[src/rtl/load_store_unit_if.sv]
// Data-memory bus between the load/store unit and data memory.
//   master (load/store unit): drives mem_req, mem_we, mem_addr, mem_wdata and mem_be.
//     It samples mem_ack and mem_rdata.
//   slave (memory): samples the request fields.
//     It drives mem_ack (a one-cycle pulse) and mem_rdata (valid only with mem_ack).
interface load_store_unit_if #(
  parameter int XLEN = 32
);
  logic              mem_req;
  logic              mem_we;
  logic [XLEN-1:0]   mem_addr;
  logic [XLEN-1:0]   mem_wdata;
  logic [XLEN/8-1:0] mem_be;
  logic              mem_ack;
  logic [XLEN-1:0]   mem_rdata;

  modport master (
    output mem_req, mem_we, mem_addr, mem_wdata, mem_be,
    input  mem_ack, mem_rdata
  );

  modport slave (
    input  mem_req, mem_we, mem_addr, mem_wdata, mem_be,
    output mem_ack, mem_rdata
  );
endinterface

[src/rtl/load_store_unit.sv]
// Memory stage: takes one load/store from execute and runs a req/ack transaction with data memory.
// For loads, the unit aligns and extends the returned data and writes it to the register file.
//
// Ports:
//   clk, rst        clock; asynchronous active-low reset.
//   ex_*            op from execute. ex_ready is high only while idle.
//   mem             data-memory bus (load_store_unit_if.master).
//   wb_*            register-file write port. wb_data and wb_add hold until the next load completes.
//   fault           one-cycle pulse when an op is rejected (illegal funct3 or misaligned).
//
// state  | meaning
// IDLE   | ready for an op; rejected ops pulse fault
// ACCESS | mem_req held with stable fields until mem_ack
// WB     | single register-file write cycle for a load
module load_store_unit #(
  parameter int XLEN  = 32,
  parameter int RF_AW = 5
) (
  input  logic             clk,
  input  logic             rst,
  input  logic             ex_valid,
  output logic             ex_ready,
  input  logic             ex_load,
  input  logic             ex_store,
  input  logic [2:0]       ex_funct3,
  input  logic [XLEN-1:0]  ex_addr,
  input  logic [XLEN-1:0]  ex_wdata,
  input  logic [RF_AW-1:0] ex_rd,
  load_store_unit_if.master mem,
  output logic             wb_en,
  output logic [RF_AW-1:0] wb_add,
  output logic [XLEN-1:0]  wb_data,
  output logic             wb_memtoreg,
  output logic             fault
);

  typedef enum logic [1:0] {IDLE, ACCESS, WB} state_t;

  state_t state_q, state_d;

  logic [XLEN-1:0]  addr_q;
  logic [2:0]       f3_q;
  logic [RF_AW-1:0] rd_q;
  logic             we_q;
  logic [3:0]       be_q;
  logic [XLEN-1:0]  wdata_q;
  logic [XLEN-1:0]  wb_data_q;
  logic [RF_AW-1:0] wb_add_q;
  logic             fault_q;

  logic             legal_f3, misalign, op_valid, op_accept, op_reject;
  logic [3:0]       st_be;
  logic [XLEN-1:0]  st_wdata;
  logic [7:0]       ld_byte;
  logic [15:0]      ld_half;
  logic [XLEN-1:0]  ld_ext;

  // Op decode in IDLE. When both ex_load and ex_store are set, the op is treated as a load.
  always_comb begin
    legal_f3 = 1'b0;
    misalign = 1'b0;
    st_be    = 4'b1111;
    st_wdata = ex_wdata;
    if (ex_load) begin
      case (ex_funct3)
        3'b000, 3'b001, 3'b010, 3'b100, 3'b101: legal_f3 = 1'b1;
        default:                                legal_f3 = 1'b0;
      endcase
    end else begin
      case (ex_funct3)
        3'b000, 3'b001, 3'b010: legal_f3 = 1'b1;
        default:                legal_f3 = 1'b0;
      endcase
      case (ex_funct3[1:0])
        2'b00: begin
          st_be    = 4'b0001 << ex_addr[1:0];
          st_wdata = {4{ex_wdata[7:0]}};
        end
        2'b01: begin
          st_be    = ex_addr[1] ? 4'b1100 : 4'b0011;
          st_wdata = {2{ex_wdata[15:0]}};
        end
        default: ;
      endcase
    end
    case (ex_funct3[1:0])
      2'b01:   misalign = ex_addr[0];
      2'b10:   misalign = |ex_addr[1:0];
      default: misalign = 1'b0;
    endcase
    op_valid  = ex_valid & (ex_load | ex_store);
    op_accept = op_valid & legal_f3 & ~misalign;
    op_reject = op_valid & ~(legal_f3 & ~misalign);
  end

  // Load lane select and extension, using the registered address and funct3.
  always_comb begin
    case (addr_q[1:0])
      2'b00:   ld_byte = mem.mem_rdata[7:0];
      2'b01:   ld_byte = mem.mem_rdata[15:8];
      2'b10:   ld_byte = mem.mem_rdata[23:16];
      default: ld_byte = mem.mem_rdata[31:24];
    endcase
    ld_half = addr_q[1] ? mem.mem_rdata[31:16] : mem.mem_rdata[15:0];
    case (f3_q)
      3'b000:  ld_ext = {{24{ld_byte[7]}}, ld_byte};
      3'b001:  ld_ext = {{16{ld_half[15]}}, ld_half};
      3'b100:  ld_ext = {24'h0, ld_byte};
      3'b101:  ld_ext = {16'h0, ld_half};
      default: ld_ext = mem.mem_rdata;
    endcase
  end

  always_ff @(posedge clk or negedge rst) begin
    if (!rst) state_q <= IDLE;
    else      state_q <= state_d;
  end

  always_comb begin
    state_d     = state_q;
    ex_ready    = 1'b0;
    mem.mem_req = 1'b0;
    wb_en       = 1'b0;
    wb_memtoreg = 1'b0;
    case (state_q)
      IDLE: begin
        ex_ready = 1'b1;
        if (op_accept) state_d = ACCESS;
      end
      ACCESS: begin
        mem.mem_req = 1'b1;
        if (mem.mem_ack) state_d = we_q ? IDLE : WB;
      end
      WB: begin
        wb_memtoreg = 1'b1;
        wb_en       = |rd_q;
        state_d     = IDLE;
      end
      default: state_d = IDLE;
    endcase
  end

  always_ff @(posedge clk or negedge rst) begin
    if (!rst) begin
      addr_q    <= '0;
      f3_q      <= '0;
      rd_q      <= '0;
      we_q      <= 1'b0;
      be_q      <= '0;
      wdata_q   <= '0;
      wb_data_q <= '0;
      wb_add_q  <= '0;
      fault_q   <= 1'b0;
    end else begin
      fault_q <= (state_q == IDLE) & op_reject;
      if ((state_q == IDLE) && op_accept) begin
        addr_q  <= ex_addr;
        f3_q    <= ex_funct3;
        rd_q    <= ex_rd;
        we_q    <= ~ex_load;
        be_q    <= st_be;
        wdata_q <= st_wdata;
      end
      if ((state_q == ACCESS) && mem.mem_ack && !we_q) begin
        wb_data_q <= ld_ext;
        wb_add_q  <= rd_q;
      end
    end
  end

  assign mem.mem_we    = we_q;
  assign mem.mem_addr  = {addr_q[XLEN-1:2], 2'b00};
  assign mem.mem_wdata = wdata_q;
  assign mem.mem_be    = be_q;
  assign wb_data       = wb_data_q;
  assign wb_add        = wb_add_q;
  assign fault         = fault_q;

endmodule

[src/flat_wrapper.sv]
// flat-port wrapper written by rule: the top's interface ports become plain ports
module load_store_unit_flat 
#(
  parameter int XLEN  = 32,
  parameter int RF_AW = 5
)
  (clk, rst, ex_valid, ex_ready, ex_load, ex_store, ex_funct3, ex_addr, ex_wdata, ex_rd, wb_en, wb_add, wb_data, wb_memtoreg, fault, mem_mem_req, mem_mem_we, mem_mem_addr, mem_mem_wdata, mem_mem_be, mem_mem_ack, mem_mem_rdata);
  load_store_unit_if #(.XLEN(XLEN)) mem_i ();
  input  logic clk;
  input  logic rst;
  input  logic ex_valid;
  output logic ex_ready;
  input  logic ex_load;
  input  logic ex_store;
  input  logic [2:0] ex_funct3;
  input  logic [XLEN-1:0] ex_addr;
  input  logic [XLEN-1:0] ex_wdata;
  input  logic [RF_AW-1:0] ex_rd;
  output logic wb_en;
  output logic [RF_AW-1:0] wb_add;
  output logic [XLEN-1:0] wb_data;
  output logic wb_memtoreg;
  output logic fault;
  output wire logic [$bits(mem_i.mem_req)-1:0] mem_mem_req;
  output wire logic [$bits(mem_i.mem_we)-1:0] mem_mem_we;
  output wire logic [$bits(mem_i.mem_addr)-1:0] mem_mem_addr;
  output wire logic [$bits(mem_i.mem_wdata)-1:0] mem_mem_wdata;
  output wire logic [$bits(mem_i.mem_be)-1:0] mem_mem_be;
  input wire logic [$bits(mem_i.mem_ack)-1:0] mem_mem_ack;
  input wire logic [$bits(mem_i.mem_rdata)-1:0] mem_mem_rdata;
  assign mem_mem_req = mem_i.mem_req;
  assign mem_mem_we = mem_i.mem_we;
  assign mem_mem_addr = mem_i.mem_addr;
  assign mem_mem_wdata = mem_i.mem_wdata;
  assign mem_mem_be = mem_i.mem_be;
  assign mem_i.mem_ack = mem_mem_ack;
  assign mem_i.mem_rdata = mem_mem_rdata;
  load_store_unit #(.XLEN(XLEN), .RF_AW(RF_AW)) u_core (.clk(clk), .rst(rst), .ex_valid(ex_valid), .ex_ready(ex_ready), .ex_load(ex_load), .ex_store(ex_store), .ex_funct3(ex_funct3), .ex_addr(ex_addr), .ex_wdata(ex_wdata), .ex_rd(ex_rd), .mem(mem_i), .wb_en(wb_en), .wb_add(wb_add), .wb_data(wb_data), .wb_memtoreg(wb_memtoreg), .fault(fault));
endmodule
[config.mk]
export PLATFORM = sky130hd
export DESIGN_NAME = load_store_unit_flat
export DESIGN_NICKNAME = d
export VERILOG_FILES = /design/src/rtl/load_store_unit_if.sv /design/src/rtl/load_store_unit.sv /design/src/flat_wrapper.sv
export SDC_FILE = /design/constraint.sdc
export NUM_CORES = 1
export LEC_CHECK = 0
export CORE_ASPECT_RATIO = 1.75
export CORE_MARGIN = 3
export CORE_UTILIZATION = 44
export DETAILED_ROUTE_END_ITERATION = 8
export HOLD_SLACK_MARGIN = 0.08
export PLACE_DENSITY = 0.83
export SLEW_MARGIN = 20
export SYNTH_ARGS = -nofsm -noshare
export SYNTH_HDL_FRONTEND = slang
export SYNTH_SLANG_ARGS = --single-unit
[constraint.sdc]
create_clock -name clk -period 2.3 [get_ports clk]
set_clock_uncertainty 0.15 [all_clocks]
set_input_delay 0.69 -clock clk [delete_from_list [all_inputs] [get_ports clk]]
set_output_delay 0.69 -clock clk [all_outputs]
set_load 0.02 [all_outputs]
Yosys cells after proc, flatten, opt, wreduce, memory -nomap -nowiden
Cells that the tools add are included.
{ "op_classes": {"n_shift": 1, "reduce_logical": 14, "n_eq_ne": 15, "n_bitwise": 10, "muxes": 20} }
{ "op_table": {"columns": ["operator", "count"], "rows": [
  ["32-bit case mux with 4 select lines", 1],
  ["32-bit case mux with 2 select lines", 1],
  ["32-bit 2-to-1 mux", 1],
  ["8-bit case mux with 3 select lines", 1],
  ["16-bit 2-to-1 mux", 1],
  ["3-bit equality test, second input constant", 4],
  ["5-bit OR reduction", 2],
  ["4-bit 2-to-1 mux", 2],
  ["4-bit case mux with 2 select lines", 1],
  ["1-bit 2-to-1 mux", 7],
  ["1-bit bitwise AND", 6],
  ["2-bit by 1-bit equality test with 1-bit output, second input constant", 3],
  ["2-bit equality test, second input constant", 3],
  ["3-bit by 1-bit equality test with 1-bit output, second input constant", 2],
  ["2-bit logical NOT", 3],
  ["3-bit logical NOT", 2],
  ["2-bit 2-to-1 mux", 3],
  ["2-bit case mux with 2 select lines", 1],
  ["1-bit by 2-bit left shift with 4-bit output, first input constant", 1],
  ["3-bit by 2-bit equality test with 1-bit output, second input constant", 1],
  ["1-bit logical AND", 3],
  ["1-bit inverter", 3],
  ["3-bit OR reduction", 1],
  ["2-bit by 1-bit != test with 1-bit output, second input constant", 1],
  ["other kinds (6)", 6]
]} }
{ "word_totals": {"inputBits": 110, "ff_bits": 117, "out_inout_bits": 111} }

Longest topological paths before layout
Gate-level depths: netlist (run 1).
{ "depth": {"ltp_word": 8, "ltp_mapped": 10} }

Worst setup path before layout (run 1)
OpenSTA, ideal clock, no wires.
{ "synth_timing": {"kind": "input to register", "from": "input port ex_funct3[0]", "to": "register u_core.wdata_q[6] (netlist: u_core.mem.mem_wdata[6])", "slack_ns": -0.138, "required_ns": 2.023, "stages": 9, "setup_time_ns": 0.127, "arrival_ns": 2.161, "path_cell_list": "inv_1 > ha_1 > buf_4 > nor2_2 > a21oi_1 > nor3b_4 > buf_6 > buf_8 > mux2_1"} }
{ "synth_between": {"elab_chain_len": 7, "word_cells_on_any_way": 17, "cone_classes": "eq/ne: 6; mux: 4; bitwise: 3; reduce/logical: 4"} }
{ "synth_rtl": {"columns": ["item", "line", "source"], "rows": [
  ["start, declared", "flat_wrapper.sv:15", "input logic [2:0] ex_funct3;"],
  ["3-bit equality test, or another cell as far along", "load_store_unit.sv:65", "case (ex_funct3)"],
  ["5-bit OR reduction or 3-bit OR reduction (tied branches)", "load_store_unit.sv:65, load_store_unit.sv:70", null],
  ["1-bit 2-to-1 mux, on equally long branches", "load_store_unit.sv:65, load_store_unit.sv:70", null],
  ["1-bit 2-to-1 mux", "load_store_unit.sv:64", "if (ex_load) begin"],
  ["1-bit bitwise AND", "load_store_unit.sv:92", "op_accept = op_valid & legal_f3 & ~misalign;"],
  ["1-bit bitwise AND *", "load_store_unit.sv:92", null],
  ["1-bit logical AND *", "load_store_unit.sv:156", "if ((state_q == IDLE) && op_accept) begin"],
  ["end signal, assigned", "load_store_unit.sv:162", "wdata_q <= st_wdata;"],
  ["end, declared", "load_store_unit.sv:46", "logic [XLEN-1:0] wdata_q;"]
]} }
Mark *: on every way between the ends. The rest lies on a longest branch, timed or not.
A chain may end at the register's enable or synchronous reset.

Final worst setup path (run 1)
{ "layout_timing": {"from": "register u_core.rd_q[0]", "to": "output port wb_en"} }
{ "layout_between": {"elab_chain_len": 2} }
{ "layout_rtl": {"columns": ["item", "line", "source"], "rows": [
  ["start, declared", "load_store_unit.sv:43", "logic [RF_AW-1:0] rd_q;"],
  ["start signal, assigned", "load_store_unit.sv:159", "rd_q <= ex_rd;"],
  ["5-bit OR reduction", "load_store_unit.sv:136", "wb_en = |rd_q;"],
  ["1-bit 2-to-1 mux", "load_store_unit.sv:125", "case (state_q)"],
  ["end, declared", "flat_wrapper.sv:19", "output logic wb_en;"]
]} }
No other way between the ends.

==> flow_summary.json, run 1 <==
{
  "relSlewSlack_pct": 62.8,
  "reg2reg_slack_ns": 0.07,
  "worstSetupPathType": "reg2out",
  "path_cells": "or4_4, o21a_1, buf_6",
  "required_ns": 1.46,
  "clk_latency_ns": 0.41,
  "pin_count": 221,
  "tightest_slew_ns": 0.554,
  "synth_top_family_by_area": "multiplexers",
  "htree_levels": 4,
  "diodes": 0,
  "finalHoldWorstSlack_ns": 0.328,
  "fmax_mhz": 399,
  "synthSimpleGateAreaFrac_pct": 12.3,
  "die_area_sq_um": 14300,
  "drtIter0Drc": 156,
  "crit_path_end_kind": "primary output",
  "critPathSlowestCell": "or4_4",
  "synth-adder-area-share_pct": 0.662,
  "power.static_leakage_nw": 3.98,
  "status": "finished, violations left",
  "postRouteAntennaNets": 0,
  "numCtsBuffers": 17,
  "root_buffer": "clkbuf_16",
  "grt_antenna_before_repair": 0,
  "dp_cells": 875,
  "overflow": 0,
  "final_common_cell": "clkdlybuf4s50_1",
  "synthXorXnorAreaFrac_pct": 0,
  "reg2regPathDepth": 8,
  "cts.sinks": 117,
  "grt_max_degree": 63,
  "synth_area_sq_um": 5670,
  "violations": "negative setup slack",
  "routed_wl_mm": 18.8,
  "cellPowerDensity_nw_per_um2": 1160,
  "ir_drop_v": 0.000620,
  "worstHoldStart": "u_core.wb_add[4]",
  "drive_above_1_share_pct": 24.0,
  "fin_cells": 926,
  "rr_endpoint": "u_core.mem.mem_be[1]",
  "drc": 0,
  "avgViaCountPerCell": 5.33,
  "num_vias": 4931,
  "synth_compound_area_share_pct": 7.90,
  "postSynthCellCount": 516,
  "drv_slew": 0,
  "wl_per_cell_um": 20.3,
  "setup_viol": 1,
  "fin_crit_ns": 2.50,
  "portBuffers": 218,
  "yosys.cell_types.count": 36,
  "synth_warnings": 0,
  "fin_crit_sh_pct": 109,
  "finalWorstSetupSlack_ns": -0.204,
  "cp_data_arrival_time_ns": 1.66,
  "dp_hpwl_mm": 13.1,
  "rr_startpoint": "u_core.state_q[1]",
  "cts_tree": "built",
  "rows": 54,
  "cp-startpoint": "u_core.rd_q[0]",
  "core-area_sq_um": 12600,
  "die_x_um": 91.8,
  "path_max_fanout": 2,
  "worst_path_largest_cell_delay_ns": 0.52,
  "nNetsFinal": 858,
  "final_cell_mix": "201 x clkdlybuf4s50_1, 117 x dfrtp_1, 55 x nand2_1",
  "finalHoldViolations": 0,
  "yosys.area.top_type": "dfrtp_1",
  "drv_cap": 0,
  "grt_pass1_vias": 5341,
  "synth_top_cell_area_share_pct": 51.6,
  "grt.total_usage_pct": 25.9,
  "grt_pass1_wl_mm": 28.4,
  "crit_path_start_kind": "register",
  "nFillCells": 884,
  "syn_area_per_cell_sq_um": 11.0,
  "cts.reportedPaths.clkPinSlew_ns": 0.05,
  "hp-class": "reg2reg",
  "yosys-mux-area-fraction_pct": 18.4,
  "rsz0062_at_grt": "true",
  "die_y_um": 156,
  "start_util_pct": 45.1,
  "min_path_cells": 2,
  "routabilityCongestion": 0.917,
  "whs_endpoint": "u_core.wb_add[4]",
  "ys_seq_elements": 117,
  "clk_path_buf_depth": 2,
  "yosysSeqAreaShare_pct": 51.6,
  "area_growth_pct": 60.8,
  "synth.area.top_cells": "dfrtp_1 52%, mux2_2 14%, buf_4 5.0%, nand2_1 3.6%, mux2i_1 3.5%",
  "drt_pre_antenna_iters": 5
}
==> report_power, final <==
group | switching (mW) | internal [mW] | total [mW]
registers | 0.556 | 2.86 | 3.42
logic | 2.16 | 2.38 | 4.55
clock network | 0.938 | 1.65 | 2.58
total | 3.66 | 6.89 | 10.5
==> flip-flops by register name (all words and copies together), names as in the netlist <==
signal	cells
u_core.wb_data	32
u_core.wb_add	5
u_core.fault	1
u_core.state_q	2
u_core.mem.mem_wdata	32
u_core.addr_q	32
u_core.rd_q	5
u_core.mem.mem_be	4
u_core.mem.mem_we	1
u_core.f3_q	3
==> metrics by stage <==
| stage | total power, mW | setup TNS (ns) | util [%] | area [sq um] | setup WS, ns |
|---|---|---|---|---|---|
| after floorplan | 5.70 | -0.0251 | - | 5720 | -0.0126 |
| final | 10.5 | -0.204 | 72.6 | 9120 | -0.204 |
| after global placement | 7.54 | -56.30 | 63.6 | 8000 | -0.710 |
| after detailed placement | 7.68 | -61.34 | 63.6 | 8000 | -0.817 |
| after CTS | 10.4 | -0.217 | 71.6 | 8990 | -0.217 |
| after global routing | 11.0 | -0.250 | 72.6 | 9120 | -0.234 |
==> routing by layer <==
layer	vias to the layer above	track usage, %	part of all wire [%]	routed length [um]
met5	-	0	0	0
met4	0	14.4	5.3	998
met3	62	4.92	4.6	865
met2	204	48.4	55	10400
met1	2446	26.7	35	6500
li1	2219	-	-	-
==> final cells by class <==
type / instances / area, sq um / area share, %
repair buffers: 273 / 2890 / 31.7
flip-flops and latches: 117 / 2930 / 32.1
inverters: 22 / 97.6 / 1.07
clock inverters: 12 / 129 / 1.41
well taps: 168 / 210 / 2.30
clock buffers: 20 / 457 / 5.01
multi-input cells: 314 / 2410 / 26.4
==> Yosys cell counts <==
cell type and instances:
a2111oi_0 1, a21o_1 1, a21oi_1 26, a22oi_1 9, a31oi_1 9, buf_1 3
buf_2 3, buf_4 38, buf_6 4, buf_8 1, clkbuf_1 15, conb_1 1
dfrtp_1 117, ha_1 3, inv_1 22, mux2_1 2, mux2_2 73, mux2i_1 20
nand2_1 55, nand2b_1 12, nand3_1 33, nand3b_1 9, nand4bb_1 1, nor2_1 15
nor2_2 1, nor2b_1 7, nor3_1 7, nor3b_4 1, o211ai_1 2, o21a_1 1
o21ai_0 13, o21ai_1 1, o221a_2 7, o22ai_1 1, or2_1 1, or4_1 1
==> worst max path at each step <==
stage                                to  cells past startpoint  slack (ns)
3_5_place_dp   u_core.mem.mem_wdata[28]                     10       -0.82
5_1_grt                           wb_en                      3       -0.23
3_3_place_gp          u_core.addr_q[24]                      9       -0.71
4_1_cts                           wb_en                      3       -0.22
6_report                          wb_en                      3       -0.20
2_1_floorplan   u_core.mem.mem_wdata[6]                      8       -0.01
==> critical path, delay by kind of cell, from the launching register on <==
kind / cells / cell delay (ns)
buf+inv: 1 / 0.13
flops: 1 / 0.40
simple gates: 1 / 0.52
compound gates: 1 / 0.21
==> kinds of logic after synthesis <==
group,Yosys count
flip-flops,117
multiplexers,95
other,1
adder cells (fa/ha/maj),3
buffers and inverters,86
AO/OA/AOI/OAI,71
AND/OR/NAND/NOR,143
==> repair_timing <==
item | CTS | global route
hold buffers | 1 | 0
setup buffers | 12 | 2
setup endpoints to repair | 82 | 79
gates resized for setup | 45 | 42
gates cloned | 7 | 1
hold endpoints to repair | 16 | 0
pin swaps | 6 | 5
Power figures use the tool's default switching activity.
==> inputs of run 2 (changes only) <==
- CTS_CLUSTER_DIAMETER: unset -> 100
- GPL_ROUTABILITY_DRIVEN: unset -> 1
- SLEW_MARGIN: 20 -> 25
==> results of run 2 <==
Same layout as run 1: the final DEF is identical, and so are final timing and power.
